`src/rtl/ifu_fetch.sv`:
```
// Single-issue instruction fetch: holds the PC, fetches one instruction, waits for commit, then steps
// to the next PC. Misaligned targets and access faults park the unit in a sticky error state.
module ifu_fetch #(
  parameter int              XLEN     = 64,
  parameter logic [XLEN-1:0] RESET_PC = 64'h0000_0000_8000_0000
) (
  input  logic            clk,
  input  logic            rst_n,
  output logic            imem_req_valid,
  input  logic            imem_req_ready,
  output logic [XLEN-1:0] imem_addr,
  input  logic            imem_rsp_valid,
  input  logic [31:0]     imem_rsp_data,
  input  logic            imem_rsp_err,
  output logic [31:0]     inst,
  output logic            inst_valid,
  output logic [XLEN-1:0] pc,
  output logic [XLEN-1:0] snpc,
  input  logic            commit,
  input  logic            jump,
  input  logic            jumpr,
  input  logic            branch,
  input  logic            br_taken,
  input  logic [XLEN-1:0] immJ,
  input  logic [XLEN-1:0] immB,
  input  logic [XLEN-1:0] immI,
  input  logic [XLEN-1:0] rs1_data,
  output logic            fetch_err,
  output logic [XLEN-1:0] err_pc
);

  typedef enum logic [1:0] {S_REQ, S_WAIT, S_EXEC, S_ERR} state_t;

  state_t          state;
  logic [XLEN-1:0] npc;

  assign imem_addr = pc;
  assign snpc      = pc + XLEN'(4);

  always_comb begin
    npc = pc + XLEN'(4);
    if (jump)
      npc = pc + immJ;
    else if (jumpr)
      npc = (rs1_data + immI) & {{(XLEN-1){1'b1}}, 1'b0};
    else if (branch && br_taken)
      npc = pc + immB;
  end

  // imem_req_valid is registered, so the request appears one cycle after reset release
  always_ff @(posedge clk or negedge rst_n) begin
    if (!rst_n) begin
      state          <= S_REQ;
      pc             <= RESET_PC;
      inst           <= 32'h0000_0013;
      inst_valid     <= 1'b0;
      imem_req_valid <= 1'b0;
      fetch_err      <= 1'b0;
      err_pc         <= '0;
    end else begin
      case (state)
        S_REQ: begin
          if (imem_req_valid && imem_req_ready) begin
            imem_req_valid <= 1'b0;
            state          <= S_WAIT;
          end else begin
            imem_req_valid <= 1'b1;
          end
        end
        S_WAIT: begin
          if (imem_rsp_valid) begin
            if (imem_rsp_err) begin
              fetch_err <= 1'b1;
              err_pc    <= pc;
              state     <= S_ERR;
            end else begin
              inst       <= imem_rsp_data;
              inst_valid <= 1'b1;
              state      <= S_EXEC;
            end
          end
        end
        S_EXEC: begin
          if (commit) begin
            inst_valid <= 1'b0;
            // no compressed instructions, so bit 1 of a target must be clear
            if (npc[1]) begin
              fetch_err <= 1'b1;
              err_pc    <= npc;
              state     <= S_ERR;
            end else begin
              pc             <= npc;
              imem_req_valid <= 1'b1;
              state          <= S_REQ;
            end
          end
        end
        default: begin
          state <= S_ERR;
        end
      endcase
    end
  end

endmodule
```
`config.mk`:
```
export PLATFORM = sky130hd
export DESIGN_NAME = ifu_fetch
export DESIGN_NICKNAME = d
export VERILOG_FILES = /design/src/rtl/ifu_fetch.sv
export SDC_FILE = /design/constraint.sdc
export NUM_CORES = 1
export LEC_CHECK = 0
export CORE_AREA = 2 2 229 231
export CTS_CLUSTER_SIZE = 16
export DETAILED_ROUTE_END_ITERATION = 7
export DIE_AREA = 0 0 231 233
export MAX_ROUTING_LAYER = met4
export PLACE_DENSITY_LB_ADDON = 0.15
export SLEW_MARGIN = 5
export SYNTH_ARGS = -nofsm -noshare
export SYNTH_HDL_FRONTEND = slang
export SYNTH_SLANG_ARGS = --single-unit
```
`constraint.sdc`:
```
create_clock -name clk -period 6.58 [get_ports clk]
set_clock_uncertainty 0.05 [all_clocks]
set_input_delay 1.316 -clock clk [delete_from_list [all_inputs] [get_ports clk]]
set_output_delay 1.316 -clock clk [all_outputs]
set_load 0.02 [all_outputs]
```
==> flow_metrics.py, run 1 <==
metrics = {
    "setup_path": {
        "sort_of_element_at_the_start_of_the_critical_path": "flop",
        "cpMostUsedCell": "nand2_1",
        "arrival_ns": 4.34,
        "worstSetupEndpointType": "output pin",
        "worstPathCellList": "ha_1 -> nand2_1 -> nor4_2 -> nand2_1 -> nor2_2 -> nand2_1 -> xnor2_1 -> clkdlybuf4s50_1",
        "required_ns": 5.21,
        "worstSetupPathType": "flop to output pin",
        "crit_fanout": 10,
        "crit_path_top_delay_cell": "clkdlybuf4s50_1",
        "critPathMaxStageDelay_ns": 0.74,
        "cell_count_of_the_worst_reg_to_reg_path": 12,
    },
    "placement": {
        "pre_cts_slack_ns": 0.759,
        "placer_congestion": 1.02,
        "buffer_ports.inserted": 585,
        "total_half_perimeter_wirelength_after_legalization_and_detailed_placement_mm": 87.7,
    },
    "yosys": {
        "synthFlopType": "dfrtp_1",
        "share_of_async_settable_or_async_resettable_flops_after_synthesis_pct": 100,
        "yosys.area.top_type_share_pct": 18.6,
        "synth_cell_type_count": 108,
        "synth-warning-count": 0,
        "syn_area_per_cell_um2": 7.42,
        "mappedNetlistArea_um2": 21600,
        "postSynthCellCount": 2905,
        "number_of_enable_type_register_cells_in_the_synthesized_netlist": 0,
        "yosys.area.top_type": "dfrtp_1",
        "ff_latch_count_synth": 164,
        "post_synth_main_area_contributors": "dfrtp_1 (19%), ha_1 (11%), a21oi_1 (6.9%)",
        "synth-seq-area-share_pct": 19.1,
    },
    "pwr": {
        "p_per_area_nw_per_um2": 452,
        "leakage_power_figure_uw": 0.0117,
        "peakVddDrop_v": 0.000215,
    },
    "sta": {
        "timing.hold.ws_ns": 0.415,
        "post-route-min-period_ns": 5.70,
        "setup_tns_ns": 0,
        "final_setup_vio_count": 0,
        "finalWorstSetupSlack_ns": 0.877,
        "number_of_hold_violations_in_the_final_report": 0,
        "worst-slew-pin-transition_ns": 1.06,
        "report.final.slew_viol_count": 0,
        "maxSlewHeadroom_pct": 28.6,
        "max_freq_ghz": 0.175,
        "grt_setup_unrepaired": "false",
        "layout_worst_path_cycle_share_pct": 86.7,
    },
    "hold_path": {
        "holdCritPathClass": "flop to flop",
        "min_delay_path_depth": 1,
    },
    "drt": {
        "detailedRoute.firstPassIterationCount": 6,
        "first_iter_violations": 3070,
        "remaining_drc_errors": 0,
        "routed-via-count": 25400,
        "route.final.wire_length_mm": 107,
        "route.detailed.wl_per_inst_um": 26.6,
        "routedLengthMet1_mm": 45.3,
        "viasPerCell": 6.34,
        "dr_wl_met3_mm": 11.6,
        "antenna_violating_nets_post_route": 0,
        "dr.max_layer_used": "met4",
        "dr_wl_met2_mm": 46.1,
    },
    "cts": {
        "ctsResizeCount": 0,
        "clk_pin_slew_worst_paths_ns": 0.07,
        "cts_hold_repair.buffers": 0,
        "cts_sinks": 164,
        "ctsHtreeMaxLevel": 4,
        "numCtsBuffers": 17,
        "tritoncts": "built",
        "clockBufferDepth": 2,
        "cts_setup_buffers": 0,
        "clock_tree.root_cell": "clkbuf_16",
        "clk-insertion-delay-late_ns": 0.46,
    },
    "grt": {
        "via_count_of_the_first_global_routing_pass": 23600,
        "grt_start_max_net_pins": 86,
        "globalRouteTotalUtil_pct": 39.2,
        "grt_antenna_before_repair": 1,
        "grt-ovfl-total": 0,
        "grt_pass1_wl_mm": 153,
    },
    "layout": {
        "area_delta_synth_final_pct": 30.0,
        "layout_common_cells": "clkdlybuf4s50_1 (582), nand2_1 (382), a21oi_1 (297)",
        "layout.nets": 3806,
        "layout_commonest_cell": "clkdlybuf4s50_1",
        "post_route_cells_drive_above_1_share_pct": 4.98,
    },
    "floorplanning": {
        "fp-row-count": 83,
        "die_width_um": 231,
        "core-area_um2": 51100,
        "die_y_um": 233,
        "num_io_pins": 589,
        "die_area_um2": 53800,
        "initial_core_util_pct": 42.2,
    },
    "job": {
        "max_cap_violations": 0,
    },
    "run_status": {
        "outcome": "completed",
    },
}
sequential cells by signal, indices dropped and copies added (netlist names):
| signal | count |
|---|---|
| inst | 32 |
| imem_req_valid | 1 |
| fetch_err | 1 |
| state | 2 |
| inst_valid | 1 |
| err_pc | 64 |
| imem_addr | 63 |
logic make-up after synthesis:
kind of cell / synth area share (%)
simple gates: 21.4
compound gates: 30.5
buf+inv: 6.37
xor+xnor: 9.17
other cells: 0.0174
flops: 19.1
fa+ha+maj: 11.1
mux: 2.38
stage by stage:
step	instance area (µm²)	utilization, %	instances	power, µW
finish	28000	54.8	4012	12700
global route	28000	54.8	4012	13300
CTS	28000	54.8	4011	12400
detailed placement	27400	53.6	3979	11300
global placement	27400	53.6	3979	11300
floorplan	21600	-	2907	7610
worst paths after layout:
check | startpoint | slack [ns] | to
max | imem_addr[3] | 0.88 | snpc[36]
min | fetch_err | 0.41 | fetch_err
max reg2reg | imem_addr[3] | 2.17 | err_pc[38]
min reg2reg | fetch_err | 0.41 | fetch_err
max in group asynchronous | rst_n | 4.44 | err_pc[48]
min in group asynchronous | rst_n | 0.75 | inst[24]
report_power, final:
part,switching [µW],leakage (µW),internal (µW)
Sequential,1010,0.00204,1460
Combinational,5470,0.00934,3680
Clock,459,0.000299,591
synth_stat cells, types with 73 or more instances:
| cell type | instances |
|---|---|
| nand2_1 | 382 |
| a21oi_1 | 298 |
| o21ai_0 | 241 |
| nor2_1 | 210 |
| ha_1 | 189 |
| dfrtp_1 | 160 |
| clkbuf_1 | 128 |
| xnor2_1 | 126 |
| a21o_1 | 98 |
| xor2_1 | 96 |
| nand4_1 | 82 |
| nand3_1 | 73 |
worst max-delay path, delay by kind of cell, from the launching register on:
| family | cells | cell delay (ns) |
|---|---|---|
| flip-flops | 1 | 0.64 |
| AND/OR/NAND/NOR | 5 | 1.51 |
| buffers and inverters | 1 | 0.74 |
| adder cells (fa/ha/maj) | 1 | 0.39 |
| XOR/XNOR | 1 | 0.58 |
metal layers:
| metal | vias up | track usage [%] |
|---|---|---|
| met4 | 0 | 12.4 |
| met1 | 12200 | 52.9 |
| met5 | - | - |
| met2 | 1508 | 58.2 |
| li1 | 11500 | - |
| met3 | 175 | 8.54 |
layout make-up:
type | instances | area [µm²]
Antenna cell | 1 | 2.50
Clock buffer | 19 | 453
Clock inverter | 13 | 163
Fill cell | 4915 | 23100
Inverter | 60 | 225
Multi-Input combinational cell | 2462 | 16100
Sequential cell | 164 | 4110
Tap cell | 680 | 851
Timing Repair Buffer | 613 | 6090
Power figures use the tool's default switching activity.
==> run 2: changes to the inputs <==
ABC_CLOCK_PERIOD_IN_PS = 6580   (was default)
CTS_CLUSTER_DIAMETER = 50   (was default)
==> results of run 2 <==
The final DEF is identical to that of run 1; final timing and power are the same.
